$ cat config.mk
export PLATFORM = sky130hd
export DESIGN_NAME = slave_resp_collector_flat
export DESIGN_NICKNAME = d
export VERILOG_FILES = /design/src/rtl/slave_resp_collector_if.sv /design/src/rtl/slave_resp_collector.sv /design/src/flat_wrapper.sv
export SDC_FILE = /design/constraint.sdc
export NUM_CORES = 1
export LEC_CHECK = 0
export ABC_AREA = 1
export CAP_MARGIN = 20
export CORE_MARGIN = 5
export CORE_UTILIZATION = 44
export CTS_CLUSTER_DIAMETER = 30
export DETAILED_ROUTE_END_ITERATION = 16
export HOLD_SLACK_MARGIN = 0.15
export PLACE_DENSITY = 0.95
export SLEW_MARGIN = 20
export SYNTH_ARGS = -nofsm -noshare
export SYNTH_HDL_FRONTEND = slang
export SYNTH_SLANG_ARGS = --single-unit
$ cat constraint.sdc
create_clock -name clk -period 2.4 [get_ports clk]
set_clock_uncertainty 0.1 [all_clocks]
set_input_delay 0.48 -clock clk [delete_from_list [all_inputs] [get_ports clk]]
set_output_delay 0.48 -clock clk [all_outputs]
set_load 0.1 [all_outputs]
$ cat src/rtl/slave_resp_collector_if.sv
// Master <-> collector bundle: request side, slave return path and response.
//
// Handshake: the master raises req_valid for one cycle while busy = 0. The
// request is taken on that edge, busy rises the next cycle, and req_valid is
// ignored until resp_valid has pulsed for exactly one cycle. There is no
// backpressure on the response; the master must take it on the cycle
// resp_valid is high. Each slave signals completion with a slave_ready pulse
// while its read data is driven on its slice of slave_rdata.
interface slave_resp_collector_if #(
   parameter int DATA_W = 32
);
   logic                  req_valid;
   logic                  req_write;
   logic [3:0]            slave_en;
   logic [3:0]            slave_ready;
   logic [4*DATA_W-1:0]   slave_rdata;
   logic                  resp_valid;
   logic [DATA_W-1:0]     resp_rdata;
   logic                  resp_error;
   logic [1:0]            resp_slave;
   logic                  busy;

   // Collector side of the bundle.
   modport slave (
      input  req_valid, req_write, slave_en, slave_ready, slave_rdata,
      output resp_valid, resp_rdata, resp_error, resp_slave, busy
   );

   // Master / environment side of the bundle.
   modport master (
      output req_valid, req_write, slave_en, slave_ready, slave_rdata,
      input  resp_valid, resp_rdata, resp_error, resp_slave, busy
   );
endinterface

$ cat src/rtl/slave_resp_collector.sv
// Response collector for the address decode logic: latches the selected
// slave on a request, waits for that slave's ready (bounded by TIMEOUT) and
// returns a registered single-cycle response. Non-one-hot selects are
// answered immediately with an error.
module slave_resp_collector #(
   parameter int DATA_W  = 32,
   parameter int TIMEOUT = 16,
   parameter int CNT_W   = 8
) (
   input  logic                   clk,
   input  logic                   rst,
   slave_resp_collector_if.slave  bus,
   output logic [1:0]             dbg_state_o
);

   typedef enum logic [1:0] {
      ST_IDLE = 2'd0,
      ST_WAIT = 2'd1,
      ST_RESP = 2'd2
   } state_t;

   state_t              state_q, state_d;
   logic [3:0]          sel_q, sel_d;
   logic                wr_q, wr_d;
   logic [CNT_W-1:0]    cnt_q, cnt_d;
   logic                resp_valid_q, resp_valid_d;
   logic [DATA_W-1:0]   resp_rdata_q, resp_rdata_d;
   logic                resp_error_q, resp_error_d;
   logic [1:0]          resp_slave_q, resp_slave_d;

   logic                en_onehot;
   logic [1:0]          idx;
   logic                ready_sel;
   logic                timeout_hit;
   logic [DATA_W-1:0]   sel_rdata;

   // A select is legal only when exactly one enable bit is set.
   assign en_onehot   = (bus.slave_en != 4'd0) &&
                        ((bus.slave_en & (bus.slave_en - 4'd1)) == 4'd0);
   assign ready_sel   = bus.slave_ready[idx];
   assign timeout_hit = (cnt_q == CNT_W'(TIMEOUT - 1));

   // Encode the latched one-hot select into a slave index.
   always_comb begin
      idx = 2'd0;
      case (sel_q)
         4'b0001: idx = 2'd0;
         4'b0010: idx = 2'd1;
         4'b0100: idx = 2'd2;
         4'b1000: idx = 2'd3;
         default: idx = 2'd0;
      endcase
   end

   // Pick the read-data slice of the latched slave.
   always_comb begin
      sel_rdata = bus.slave_rdata[0 +: DATA_W];
      case (idx)
         2'd0: sel_rdata = bus.slave_rdata[0*DATA_W +: DATA_W];
         2'd1: sel_rdata = bus.slave_rdata[1*DATA_W +: DATA_W];
         2'd2: sel_rdata = bus.slave_rdata[2*DATA_W +: DATA_W];
         2'd3: sel_rdata = bus.slave_rdata[3*DATA_W +: DATA_W];
         default: sel_rdata = '0;
      endcase
   end

   // State register; reset abandons any transfer in flight.
   always_ff @(posedge clk) begin
      if (rst) begin
         state_q <= ST_IDLE;
      end else begin
         state_q <= state_d;
      end
   end

   // Next-state logic: bad selects skip WAIT, ready beats timeout.
   always_comb begin
      state_d = state_q;
      case (state_q)
         ST_IDLE: begin
            if (bus.req_valid) begin
               state_d = en_onehot ? ST_WAIT : ST_RESP;
            end
         end
         ST_WAIT: begin
            if (ready_sel || timeout_hit) begin
               state_d = ST_RESP;
            end
         end
         ST_RESP: state_d = ST_IDLE;
         default: state_d = ST_IDLE;
      endcase
   end

   // Output/datapath next values; response fields hold between responses.
   always_comb begin
      sel_d        = sel_q;
      wr_d         = wr_q;
      cnt_d        = cnt_q;
      resp_rdata_d = resp_rdata_q;
      resp_error_d = resp_error_q;
      resp_slave_d = resp_slave_q;
      resp_valid_d = (state_d == ST_RESP);
      case (state_q)
         ST_IDLE: begin
            if (bus.req_valid) begin
               sel_d = bus.slave_en;
               wr_d  = bus.req_write;
               cnt_d = '0;
               if (!en_onehot) begin
                  resp_rdata_d = '0;
                  resp_error_d = 1'b1;
                  resp_slave_d = 2'd0;
               end
            end
         end
         ST_WAIT: begin
            if (ready_sel) begin
               resp_error_d = 1'b0;
               resp_slave_d = idx;
               resp_rdata_d = wr_q ? '0 : sel_rdata;
            end else if (timeout_hit) begin
               resp_error_d = 1'b1;
               resp_slave_d = idx;
               resp_rdata_d = '0;
            end else begin
               cnt_d = cnt_q + CNT_W'(1);
            end
         end
         default: ;
      endcase
   end

   // Datapath and registered response outputs.
   always_ff @(posedge clk) begin
      if (rst) begin
         sel_q        <= 4'd0;
         wr_q         <= 1'b0;
         cnt_q        <= '0;
         resp_valid_q <= 1'b0;
         resp_rdata_q <= '0;
         resp_error_q <= 1'b0;
         resp_slave_q <= 2'd0;
      end else begin
         sel_q        <= sel_d;
         wr_q         <= wr_d;
         cnt_q        <= cnt_d;
         resp_valid_q <= resp_valid_d;
         resp_rdata_q <= resp_rdata_d;
         resp_error_q <= resp_error_d;
         resp_slave_q <= resp_slave_d;
      end
   end

   assign bus.resp_valid = resp_valid_q;
   assign bus.resp_rdata = resp_rdata_q;
   assign bus.resp_error = resp_error_q;
   assign bus.resp_slave = resp_slave_q;
   assign bus.busy       = (state_q != ST_IDLE);
   assign dbg_state_o    = state_q;

endmodule

$ cat src/flat_wrapper.sv
// flat-port wrapper written by rule: the top's interface ports become plain ports
module slave_resp_collector_flat 
#(
   parameter int DATA_W  = 32,
   parameter int TIMEOUT = 16,
   parameter int CNT_W   = 8
)
  (clk, rst, dbg_state_o, bus_req_valid, bus_req_write, bus_slave_en, bus_slave_ready, bus_slave_rdata, bus_resp_valid, bus_resp_rdata, bus_resp_error, bus_resp_slave, bus_busy);
  slave_resp_collector_if #(.DATA_W(DATA_W)) bus_i ();
  input  logic clk;
  input  logic rst;
  output logic [1:0] dbg_state_o;
  input wire logic [$bits(bus_i.req_valid)-1:0] bus_req_valid;
  input wire logic [$bits(bus_i.req_write)-1:0] bus_req_write;
  input wire logic [$bits(bus_i.slave_en)-1:0] bus_slave_en;
  input wire logic [$bits(bus_i.slave_ready)-1:0] bus_slave_ready;
  input wire logic [$bits(bus_i.slave_rdata)-1:0] bus_slave_rdata;
  output wire logic [$bits(bus_i.resp_valid)-1:0] bus_resp_valid;
  output wire logic [$bits(bus_i.resp_rdata)-1:0] bus_resp_rdata;
  output wire logic [$bits(bus_i.resp_error)-1:0] bus_resp_error;
  output wire logic [$bits(bus_i.resp_slave)-1:0] bus_resp_slave;
  output wire logic [$bits(bus_i.busy)-1:0] bus_busy;
  assign bus_i.req_valid = bus_req_valid;
  assign bus_i.req_write = bus_req_write;
  assign bus_i.slave_en = bus_slave_en;
  assign bus_i.slave_ready = bus_slave_ready;
  assign bus_i.slave_rdata = bus_slave_rdata;
  assign bus_resp_valid = bus_i.resp_valid;
  assign bus_resp_rdata = bus_i.resp_rdata;
  assign bus_resp_error = bus_i.resp_error;
  assign bus_resp_slave = bus_i.resp_slave;
  assign bus_busy = bus_i.busy;
  slave_resp_collector #(.DATA_W(DATA_W), .TIMEOUT(TIMEOUT), .CNT_W(CNT_W)) u_core (.clk(clk), .rst(rst), .bus(bus_i), .dbg_state_o(dbg_state_o));
endmodule
==> summary.md <==
| Metric | Value |
|---|---|
| Final instance area | `5320 sq um` |
| Crit end category | `flip-flop` |
| Net count, final | `814` |
| Mapped Cells | `520` |
| Largest family of logic cells by synthesized area | `simple AND/OR/NAND/NOR gates` |
| Slew Limit Fails | `0` |
| Grt ovf | `0` |
| Clk slew on worst S/H paths | `0.09 ns` |
| Drt via density | `around 6` |
| Unique masters post-synth | `27` |
| Routed WL | `~14000 um` |
| Postcts setup bufs | `0` |
| Post-Synth Adder-Cell Area | `less than 1%` |
| Crit-path slowest cell | `nor2_1` |
| Post-synthesis mux area share | `0%` |
| Clk_lat worst skew | `roughly 0.3 ns` |
| DRC viols | `0` |
| Clk sinks | `51` |
| Avg Cell Area, Syn | `approximately 6.7 sq um` |
| Seq/Total Area, Yosys | `29.5%` |
| Initial core utilization | `45.1%` |
| Ys Warns | `0` |
| Post-cts sizing count | `0` |
| TritonCTS clock tree | `yes` |
| Mapped cell area | `3460 sq um` |
| WP data required | `between 2 and 3 ns` |
| Seq cells post-synth | `~50` |
| Critical Path AT | `between 2 and 2.5 ns` |
| Critical path's largest stage delay | `about 0.38 ns` |
| Post-DP Area | `~5200 sq um` |
| Achievable frequency | `between 400 and 500 MHz` |
| TritonCTS buffer count | `5` |
| Startpoint types | `flip-flop` |
| Commonest non-fill, non-tap cells in the layout | `139 x clkdlybuf4s50_1, 133 x nand3_1, 68 x nand4_1` |
| PD cells | `between 400 and 500 nW/um^2` |
| GP Congestion | `about 0.91` |
| Max-cap violations | `0` |
| Most common cell after layout, fill and taps aside | `clkdlybuf4s50_1` |
| Final setup viols | `0` |
| Crit-path cells | `ha_1, nand2_1, nor2_1, nand2_1, inv_1, nor2_1, nand2_2, nand2_1, nand2_1, a21oi_1` |
| Least-Margin Pin Slew | `around 0.63 ns` |
| Leak | `roughly 2.1 nW` |
| WL/cell | `between 15 and 20 um` |
| First-iteration detailed-routing DRC count | `around 310` |
| First-pass GRT wire length | `~22000 um` |
| Hold Crit Class | `reg2reg` |
| Die area | `9750 sq um` |
| Vias | `about 4.7k` |
| Area growth from synthesis to layout | `53.5%` |
| Die Ht | `98.7 um` |
| Vias in the first global route | `about 4.8k` |
| Worst-path fanout max | `9` |
| Top cell by count, worst path | `nand2_1` |
| Post-synthesis compound-gate area fraction | `8.42%` |
| Layout filler cell count | `664` |
| CP Class | `reg2reg` |
| Clk buf depth | `2` |
| Die Width | `98.7 um` |
| Hold-fix buffers, CTS | `0` |
| Core Area | `slightly below 8000 sq um` |
| Detailed Place HPWL | `10600 um` |
| Rows | `32` |
| Setup_tns | `0 ns` |
| Largest net degree at the start of global routing | `between 60 and 70` |
| Root Buffer | `clkbuf_8` |
| Antenna Nets Post-Route | `0` |
| Final hold vios | `0` |
| Final worst-path cycle share | `a little over four fifths` |
| Status | `completed` |
| Tmin final | `2.00 ns` |
| RSZ-0062 raised after global routing | `false` |
| Buffers on Ports | `around 180` |
| Slew HR | `58.1%` |
| Antenna Cells | `0` |
| Layout cell share with drive strength beyond 1 | `between 10% and 20%` |
| I/O pin cnt | `179` |
| Synth Area in XOR/XNOR | `less than 1%` |
| Iteration count of the initial detailed-routing pass | `5` |
| Maximum vdd drop | `about 0.27 mV` |
| Simple-Gate Fraction of Synth Area | `between 50% and 60%` |
| Antenna violations before repair | `0` |
| Mapped Nets | `about 660` |
| Post-layout power | `roughly 2.4 mW` |
| GRT Overall Usage | `between 20% and 30%` |
| CTS H-tree depth | `2` |
registers in the layout (all words and copies together), names as in the netlist:
name	count
u_core.dbg_state_o	2
u_core.cnt_q	8
u_core.bus.resp_slave	2
u_core.bus.resp_valid	1
u_core.bus.resp_rdata	32
u_core.bus.resp_error	1
u_core.sel_q	4
u_core.wr_q	1
cell usage after synthesis, drive strengths merged:
cell type / instances / area [sq um]
nand2: 68 / 273
and3: 31 / 194
buf: 21 / 120
ha: 1 / 12.5
inv: 23 / 86.3
nand4: 69 / 438
dfxtp: 51 / 1020
clkbuf: 28 / 105
nand3b: 1 / 7.51
nor3: 1 / 5.00
a31oi: 1 / 6.26
nand3: 144 / 776
a21oi: 49 / 245
o21ai: 8 / 40.0
or2: 2 / 12.5
nor2: 21 / 113
xor2: 1 / 8.76
layer usage:
layer | vias up | global-route usage, % | part of all wire (%)
met5 | - | 0 | 0
met4 | 0 | 16.4 | 5.5
met3 | 57 | 7.57 | 9.2
met2 | 281 | 48.9 | 49
met1 | 2140 | 30.5 | 37
li1 | 2176 | - | -
through the flow:
step / hold WS (ns) / std cells / util, % / worst slack, ns
global placement: 0.370 / 768 / 68.1 / 0.240
detailed placement: 0.377 / 768 / 68.1 / 0.112
floorplan: 0.350 / 520 / - / 0.0985
finish: 0.386 / 776 / 69.2 / 0.396
global route: 0.411 / 776 / 69.2 / 0.206
CTS: 0.390 / 776 / 69.2 / 0.431
critical path, delay by kind of cell (launching register included):
kind / cells / cell delay (ns)
AND/OR/NAND/NOR: 7 / 1.09
adder cells (fa/ha/maj): 1 / 0.22
AO/OA/AOI/OAI: 1 / 0.12
buffers and inverters: 1 / 0.06
flip-flops: 1 / 0.35
power breakdown:
part / switching (mW) / internal, mW
logic: 0.637 / 0.411
clock network: 0.268 / 0.205
registers: 0.0242 / 0.874
total: 0.929 / 1.49
cell families after synthesis:
logic type,count (synthesis)
compound gates,58
buf+inv,72
simple gates,337
flops,51
fa+ha+maj,1
xor+xnor,1
path summary, 6_finish.rpt:
kind / end / slack (ns) / cells past startpoint / startpoint
hold reg to reg: u_core.bus.resp_slave[0] / 0.39 / 2 / u_core.bus.resp_slave[0]
setup / recovery: u_core.cnt_q[3] / 0.40 / 10 / u_core.cnt_q[0]
setup reg to reg: u_core.cnt_q[3] / 0.40 / 10 / u_core.cnt_q[0]
hold / removal: u_core.bus.resp_slave[0] / 0.39 / 2 / u_core.bus.resp_slave[0]
cell type report:
class | count | area (sq um) | share of cell area, %
tap | 102 | 128 | 2.40
multi-input combinational | 397 | 2140 | 40.2
clock buffer | 7 | 76.3 | 1.44
sequential | 51 | 1020 | 19.2
timing repair buffer | 195 | 1860 | 35.0
inverter | 23 | 86.3 | 1.62
clock inverter | 1 | 5.00 | 0.0941
Note: power is estimated with default switching activity, not from simulation.
